## src/rtl/seq_divider_if.sv

```systemverilog
// Handshake and operand/result bundle for the sequential signed divider.
interface seq_divider_if #(
    parameter int DATAWIDTH = 32
);
    logic                 en;
    logic [DATAWIDTH-1:0] dividend;
    logic [DATAWIDTH-1:0] divisor;
    logic                 busy;
    logic                 done;
    logic [DATAWIDTH-1:0] quotient;
    logic [DATAWIDTH-1:0] remainder;
    logic                 div_by_zero;

    // Requester side: issues operands and start, observes status/results.
    modport master (
        output en, dividend, divisor,
        input  busy, done, quotient, remainder, div_by_zero
    );

    // Divider side.
    modport slave (
        input  en, dividend, divisor,
        output busy, done, quotient, remainder, div_by_zero
    );
endinterface

```

## src/rtl/seq_divider.sv

```systemverilog
// Sequential signed divider: restoring shift-subtract on magnitudes, one
// quotient bit per cycle, followed by a sign-fix stage and a registered
// output stage. Truncates toward zero; remainder takes the dividend's sign.
module seq_divider #(
    parameter int DATAWIDTH = 32
) (
    input  logic          clk,
    input  logic          rstn,
    seq_divider_if.slave  bus
);
    localparam int DW = DATAWIDTH;
    localparam int CW = $clog2(DW + 1);

    typedef enum logic [1:0] {IDLE, CALC, FIX, OUTPUT} state_t;

    state_t          state_q, state_d;
    logic            busy_q, busy_d;
    logic            done_q, done_d;
    logic [DW-1:0]   quo_q, quo_d;
    logic [DW-1:0]   rem_out_q, rem_out_d;
    logic            dbz_q, dbz_d;
    logic [CW-1:0]   cnt_q, cnt_d;
    logic [DW-1:0]   a_q, a_d;          // dividend as captured
    logic            a_neg_q, a_neg_d;
    logic            b_neg_q, b_neg_d;
    logic [DW-1:0]   b_mag_q, b_mag_d;
    // Partial remainder: held in DW bits between steps, widened to DW+1
    // bits for the trial compare (it is always < divisor magnitude).
    logic [DW-1:0]   prem_q, prem_d;
    logic [DW-1:0]   qsh_q, qsh_d;      // dividend magnitude shifts out, quotient bits shift in
    logic [DW-1:0]   fq_q, fq_d;        // sign-fixed results waiting for OUTPUT
    logic [DW-1:0]   fr_q, fr_d;
    logic            fz_q, fz_d;
    logic [DW:0]     trial;

    // Next-state and datapath for the IDLE/CALC/FIX/OUTPUT sequence.
    always_comb begin
        state_d   = state_q;
        done_d    = 1'b0;
        quo_d     = quo_q;
        rem_out_d = rem_out_q;
        dbz_d     = dbz_q;
        cnt_d     = cnt_q;
        a_d       = a_q;
        a_neg_d   = a_neg_q;
        b_neg_d   = b_neg_q;
        b_mag_d   = b_mag_q;
        prem_d    = prem_q;
        qsh_d     = qsh_q;
        fq_d      = fq_q;
        fr_d      = fr_q;
        fz_d      = fz_q;
        trial     = {prem_q, qsh_q[DW-1]};

        case (state_q)
            IDLE: begin
                if (bus.en) begin
                    state_d = CALC;
                    a_d     = bus.dividend;
                    a_neg_d = bus.dividend[DW-1];
                    b_neg_d = bus.divisor[DW-1];
                    qsh_d   = bus.dividend[DW-1] ? -bus.dividend : bus.dividend;
                    b_mag_d = bus.divisor[DW-1]  ? -bus.divisor  : bus.divisor;
                    prem_d  = '0;
                    cnt_d   = '0;
                end
            end
            CALC: begin
                if (trial >= {1'b0, b_mag_q}) begin
                    prem_d = trial[DW-1:0] - b_mag_q;
                    qsh_d  = {qsh_q[DW-2:0], 1'b1};
                end else begin
                    prem_d = trial[DW-1:0];
                    qsh_d  = {qsh_q[DW-2:0], 1'b0};
                end
                cnt_d = cnt_q + 1'b1;
                if (cnt_q == CW'(DW - 1)) state_d = FIX;
            end
            FIX: begin
                // Zero divisor overrides the shift-subtract result entirely.
                if (b_mag_q == '0) begin
                    fq_d = '1;
                    fr_d = a_q;
                    fz_d = 1'b1;
                end else begin
                    fq_d = (a_neg_q ^ b_neg_q) ? -qsh_q : qsh_q;
                    fr_d = a_neg_q ? -prem_q : prem_q;
                    fz_d = 1'b0;
                end
                state_d = OUTPUT;
            end
            OUTPUT: begin
                quo_d     = fq_q;
                rem_out_d = fr_q;
                dbz_d     = fz_q;
                done_d    = 1'b1;
                state_d   = IDLE;
            end
            default: state_d = IDLE;
        endcase

        busy_d = (state_d != IDLE);
    end

    // All state, with asynchronous clear of every register.
    always_ff @(posedge clk or negedge rstn) begin
        if (!rstn) begin
            state_q   <= IDLE;
            busy_q    <= 1'b0;
            done_q    <= 1'b0;
            quo_q     <= '0;
            rem_out_q <= '0;
            dbz_q     <= 1'b0;
            cnt_q     <= '0;
            a_q       <= '0;
            a_neg_q   <= 1'b0;
            b_neg_q   <= 1'b0;
            b_mag_q   <= '0;
            prem_q    <= '0;
            qsh_q     <= '0;
            fq_q      <= '0;
            fr_q      <= '0;
            fz_q      <= 1'b0;
        end else begin
            state_q   <= state_d;
            busy_q    <= busy_d;
            done_q    <= done_d;
            quo_q     <= quo_d;
            rem_out_q <= rem_out_d;
            dbz_q     <= dbz_d;
            cnt_q     <= cnt_d;
            a_q       <= a_d;
            a_neg_q   <= a_neg_d;
            b_neg_q   <= b_neg_d;
            b_mag_q   <= b_mag_d;
            prem_q    <= prem_d;
            qsh_q     <= qsh_d;
            fq_q      <= fq_d;
            fr_q      <= fr_d;
            fz_q      <= fz_d;
        end
    end

    assign bus.busy        = busy_q;
    assign bus.done        = done_q;
    assign bus.quotient    = quo_q;
    assign bus.remainder   = rem_out_q;
    assign bus.div_by_zero = dbz_q;
endmodule

```

## src/flat_wrapper.sv

```systemverilog
// flat-port wrapper written by rule: the top's interface ports become plain ports
module seq_divider_flat 
#(
    parameter int DATAWIDTH = 32
)
  (clk, rstn, bus_en, bus_dividend, bus_divisor, bus_busy, bus_done, bus_quotient, bus_remainder, bus_div_by_zero);
  seq_divider_if #(.DATAWIDTH(DATAWIDTH)) bus_i ();
  input  logic clk;
  input  logic rstn;
  input wire logic [$bits(bus_i.en)-1:0] bus_en;
  input wire logic [$bits(bus_i.dividend)-1:0] bus_dividend;
  input wire logic [$bits(bus_i.divisor)-1:0] bus_divisor;
  output wire logic [$bits(bus_i.busy)-1:0] bus_busy;
  output wire logic [$bits(bus_i.done)-1:0] bus_done;
  output wire logic [$bits(bus_i.quotient)-1:0] bus_quotient;
  output wire logic [$bits(bus_i.remainder)-1:0] bus_remainder;
  output wire logic [$bits(bus_i.div_by_zero)-1:0] bus_div_by_zero;
  assign bus_i.en = bus_en;
  assign bus_i.dividend = bus_dividend;
  assign bus_i.divisor = bus_divisor;
  assign bus_busy = bus_i.busy;
  assign bus_done = bus_i.done;
  assign bus_quotient = bus_i.quotient;
  assign bus_remainder = bus_i.remainder;
  assign bus_div_by_zero = bus_i.div_by_zero;
  seq_divider #(.DATAWIDTH(DATAWIDTH)) u_core (.clk(clk), .rstn(rstn), .bus(bus_i));
endmodule
```

## config.mk

```make
export PLATFORM = sky130hd
export DESIGN_NAME = seq_divider_flat
export DESIGN_NICKNAME = d
export VERILOG_FILES = /design/src/rtl/seq_divider_if.sv /design/src/rtl/seq_divider.sv /design/src/flat_wrapper.sv
export SDC_FILE = /design/constraint.sdc
export NUM_CORES = 1
export LEC_CHECK = 0
export CORE_ASPECT_RATIO = 0.8
export CORE_UTILIZATION = 55
export CTS_CLUSTER_SIZE = 24
export DETAILED_ROUTE_END_ITERATION = 12
export GPL_TIMING_DRIVEN = 0
export PLACE_DENSITY = 0.74
export SLEW_MARGIN = 20
export SYNTH_ARGS = -nofsm -noshare
export SYNTH_HDL_FRONTEND = slang
export SYNTH_SLANG_ARGS = --single-unit
```

## constraint.sdc

```tcl
create_clock -name clk -period 3.3 [get_ports clk]
set_clock_uncertainty 0.05 [all_clocks]
set_input_delay 0.825 -clock clk [delete_from_list [all_inputs] [get_ports clk]]
set_output_delay 0.825 -clock clk [all_outputs]
set_load 0.1 [all_outputs]
```

==> flow_metrics.tcl <==
set metrics [dict create \
    chipHeight_um 150 \
    overflow 0 \
    setup.worst_path.start_class "input port" \
    worstSetupEndpointType "flop" \
    crit_path_max_incr_delay_ns 0.64 \
    cp_num_buf_inv 1 \
    cts-root-buf "sky130_fd_sc_hd__clkbuf_16" \
    vias 13228 \
    cts_tree "yes" \
    clock_latency_ns 0.56 \
    worstMarginPinSlew_ns 1.18 \
    post_route_cells_drive_above_1_share_pct 8.73 \
    synth-async-reset-ratio_pct 100 \
    final_replace_weighted_congestion 0.969 \
    required_ns 3.67 \
    wl_per_cell_um 20.5 \
    ys_seq_area_share_pct 44.5 \
    synth_cell_types 61 \
    p_leak_nw 7.66 \
    drv.max_cap_violation_count 0 \
    mappedNetlistArea_um2 15100 \
    synth-simple-area-share_pct 16.0 \
    post-route-period-util_pct 98.8 \
    synth_top_cells_by_count "sky130_fd_sc_hd__dfrtp_1 (269), sky130_fd_sc_hd__nand2_1 (250), sky130_fd_sc_hd__o21ai_0 (183), sky130_fd_sc_hd__xor2_1 (101), sky130_fd_sc_hd__nor2_1 (98)" \
    initial_util_pct 56.7 \
    setup-tns-final_ns 0 \
    powerDensity_nw_per_um2 861 \
    hold_violations 0 \
    maximum_clock_insertion_buffer_count 3 \
    num-nets-final 1918 \
    critical_path.max_fanout 4 \
    grt_max_degree 99 \
    detail_route.vias_per_cell 6.04 \
    filler_cell_count 2205 \
    floorplan.die_area_um2 28200 \
    cts-buffers-inserted 28 \
    hold_path_class "input port to async pin" \
    max_freq_ghz 0.307 \
    synthDominantAreaCellType "sky130_fd_sc_hd__dfrtp_1" \
    grt_pass1_wl_um 70500 \
    grt_util_all_layers_pct 32.1 \
    fp.dieW_um 187 \
    route.antenna.remaining_nets 0 \
    post-route-drc-count 0 \
    flow.area_growth_from_synthesis_pct 19.7 \
    placed_cell_areas_um2 17000 \
    timing.critical_path.from "bus_divisor[16]" \
    post_synth_xor_area_fraction_pct 8.40 \
    highest_ir_drop_seen_on_vdd_mv 0.466 \
    holdBufCountCts 0 \
    worst_hold_slack_ns 0.198 \
    synth-seq-cells 269 \
    vias_in_the_first_global_route 12543 \
    route.final.wire_length_um 44800 \
    outcome "completed" \
    timing_max_transition_violations_final 0 \
    design_power_total_w 0.0156 \
    worst-endpoint-arrival_ns 3.63 \
    post_synth_fa_ha_maj_area_fraction_pct 3.19 \
    final_cell_area_um2 18100 \
    syn_inst 1649 \
    clkTransAtPathRegs_ns 0.06 \
    floorplan.core_area_um2 26700 \
    initial_drc_count 1435 \
    synth_most_common_cell "sky130_fd_sc_hd__dfrtp_1" \
    crit_chain "clkdlybuf4s50_1 -> nor4_1 -> nand4_2 -> or4_4 -> or4_4 -> o31ai_4 -> xor2_1 -> o21ai_1" \
    utilization_pct 67.9 \
    syn-mean-instance-area_um2 9.17 \
    synth_top_family_by_area "compound AO/OA/AOI/OAI gates" \
    ys_top_cells_by_area "sky130_fd_sc_hd__dfrtp_1 (45%), sky130_fd_sc_hd__nand2_1 (6.2%), sky130_fd_sc_hd__o21ai_0 (6.1%), sky130_fd_sc_hd__xor2_1 (5.8%), sky130_fd_sc_hd__mux2_2 (4.9%)" \
    worst_path_most_repeated_cell "sky130_fd_sc_hd__or4_4" \
    fp-row-count 53 \
    number_of_antenna_violations_at_the_first_check_in_global_routing 0 \
    min_period_ns 3.26 \
    synth_compound_gate_area_share_pct 17.0 \
    first_pass_iters 5 \
    placement.io_buffers 132 \
    critical_path.top_delay_family "simple AND/OR/NAND/NOR gates" \
    slew-limit-headroom_pct 20.4 \
    setup.worst_path.class "input port to flop" \
    crit_path_top_delay_cell "sky130_fd_sc_hd__nor4_1" \
    synth.yosys.warnings 0 \
    syn-num-nets 1754 \
    synth_flop_cell "sky130_fd_sc_hd__dfrtp_1" \
    finalSetupViolations 0 \
    muxShareOfSynthArea_pct 7.43 \
    r2r-start "u_core.prem_q[12]" \
    synth_enable_flop_cells 0 \
    htree_levels 1 \
    post-synth-top-area-fraction_pct 44.5 \
    hpwl_um 34400 \
    io_pins 134 \
    numClockSinks 269 \
]
[flip-flops by register name, summed over array words and instances (netlist names), 2 cells and up]
| signal | count |
|---|---|
| u_core.bus.remainder | 32 |
| u_core.prem_q | 32 |
| u_core.fq_q | 32 |
| u_core.qsh_q | 32 |
| u_core.state_q | 2 |
| u_core.fr_q | 32 |
| u_core.a_q | 31 |
| u_core.cnt_q | 6 |
| u_core.b_mag_q | 32 |
| u_core.bus.quotient | 32 |
[cell usage in the layout (no fill, tap or decap), types with 38 or more instances in the layout]
master / netlist / layout
sky130_fd_sc_hd__nand3_1: 47 / 46
sky130_fd_sc_hd__a21oi_1: 93 / 92
sky130_fd_sc_hd__mux2_2: 66 / 66
sky130_fd_sc_hd__dfrtp_1: 269 / 266
sky130_fd_sc_hd__inv_1: 50 / 50
sky130_fd_sc_hd__xnor2_1: 44 / 44
sky130_fd_sc_hd__nor2_1: 98 / 98
sky130_fd_sc_hd__clkbuf_1: 78 / 78
sky130_fd_sc_hd__o21ai_0: 183 / 183
sky130_fd_sc_hd__mux2i_1: 38 / 38
sky130_fd_sc_hd__clkdlybuf4s50_1: 0 / 123
sky130_fd_sc_hd__xor2_1: 101 / 101
sky130_fd_sc_hd__nand2_1: 250 / 250
[where the power goes]
group | switching, W | internal (W) | leakage (nW) | total [W]
Combinational | 0.00425 | 0.00312 | 4.10 | 0.00737
Sequential | 0.00104 | 0.00401 | 3.10 | 0.00504
Clock | 0.00131 | 0.00187 | 0.453 | 0.00318
[routing by layer]
layer / GRT usage (%) / wire length, um / up-vias
met5: 0 / 0 / -
met4: 6.87 / 825 / 0
met3: 4.66 / 3400 / 58
met2: 49.1 / 19400 / 549
met1: 48.3 / 21200 / 6456
li1: - / - / 6165
[final timing paths]
path | endpoint | slack, ns | cells past startpoint
max | u_core.b_mag_q[29] | 0.04 | 8
min reg2reg | u_core.fq_q[2] | 0.43 | 2
min | u_core.bus.quotient[28] | 0.20 | 1
min in group clk | u_core.fq_q[2] | 0.43 | 2
max in group asynchronous | u_core.b_mag_q[8] | 2.02 | 2
max reg2reg | u_core.prem_q[24] | 0.14 | 11
[per-stage QoR]
step	setup slack (ns)	cells
floorplan	0.0788	1649
global placement	-9.87	2138
detailed placement	-0.651	2140
CTS	0.0191	2193
global route	-0.0586	2189
finish	0.0386	2190
[layout make-up]
type                            count  area (um^2)  share of cell area [%]
Clock buffer                       41          820                    4.53
Buffer                             85          349                    1.93
Sequential cell                   269         6740                    37.2
Timing Repair Buffer              140         1440                    7.97
Antenna cell                        1         2.50                  0.0138
Multi-Input combinational cell   1239         8020                    44.3
Clock inverter                      8          104                   0.574
Inverter                           50          188                    1.04
Tap cell                          357          447                    2.47
[cells by family after synthesis]
logic type               after synthesis
AO/OA/AOI/OAI                        430
XOR/XNOR                             145
adder cells (fa/ha/maj)               38
buffers and inverters                141
flip-flops                           269
multiplexers                         104
AND/OR/NAND/NOR                      522
[what timing repair did]
action / in CTS / in global routing
endpoints found under the setup margin: 33 / 41
pin swaps: 4 / 11
setup buffers: 4 / 2
resized for setup: 13 / 30
endpoints found under the hold margin: 0 / 0
Note: power is estimated with default switching activity, not from simulation.
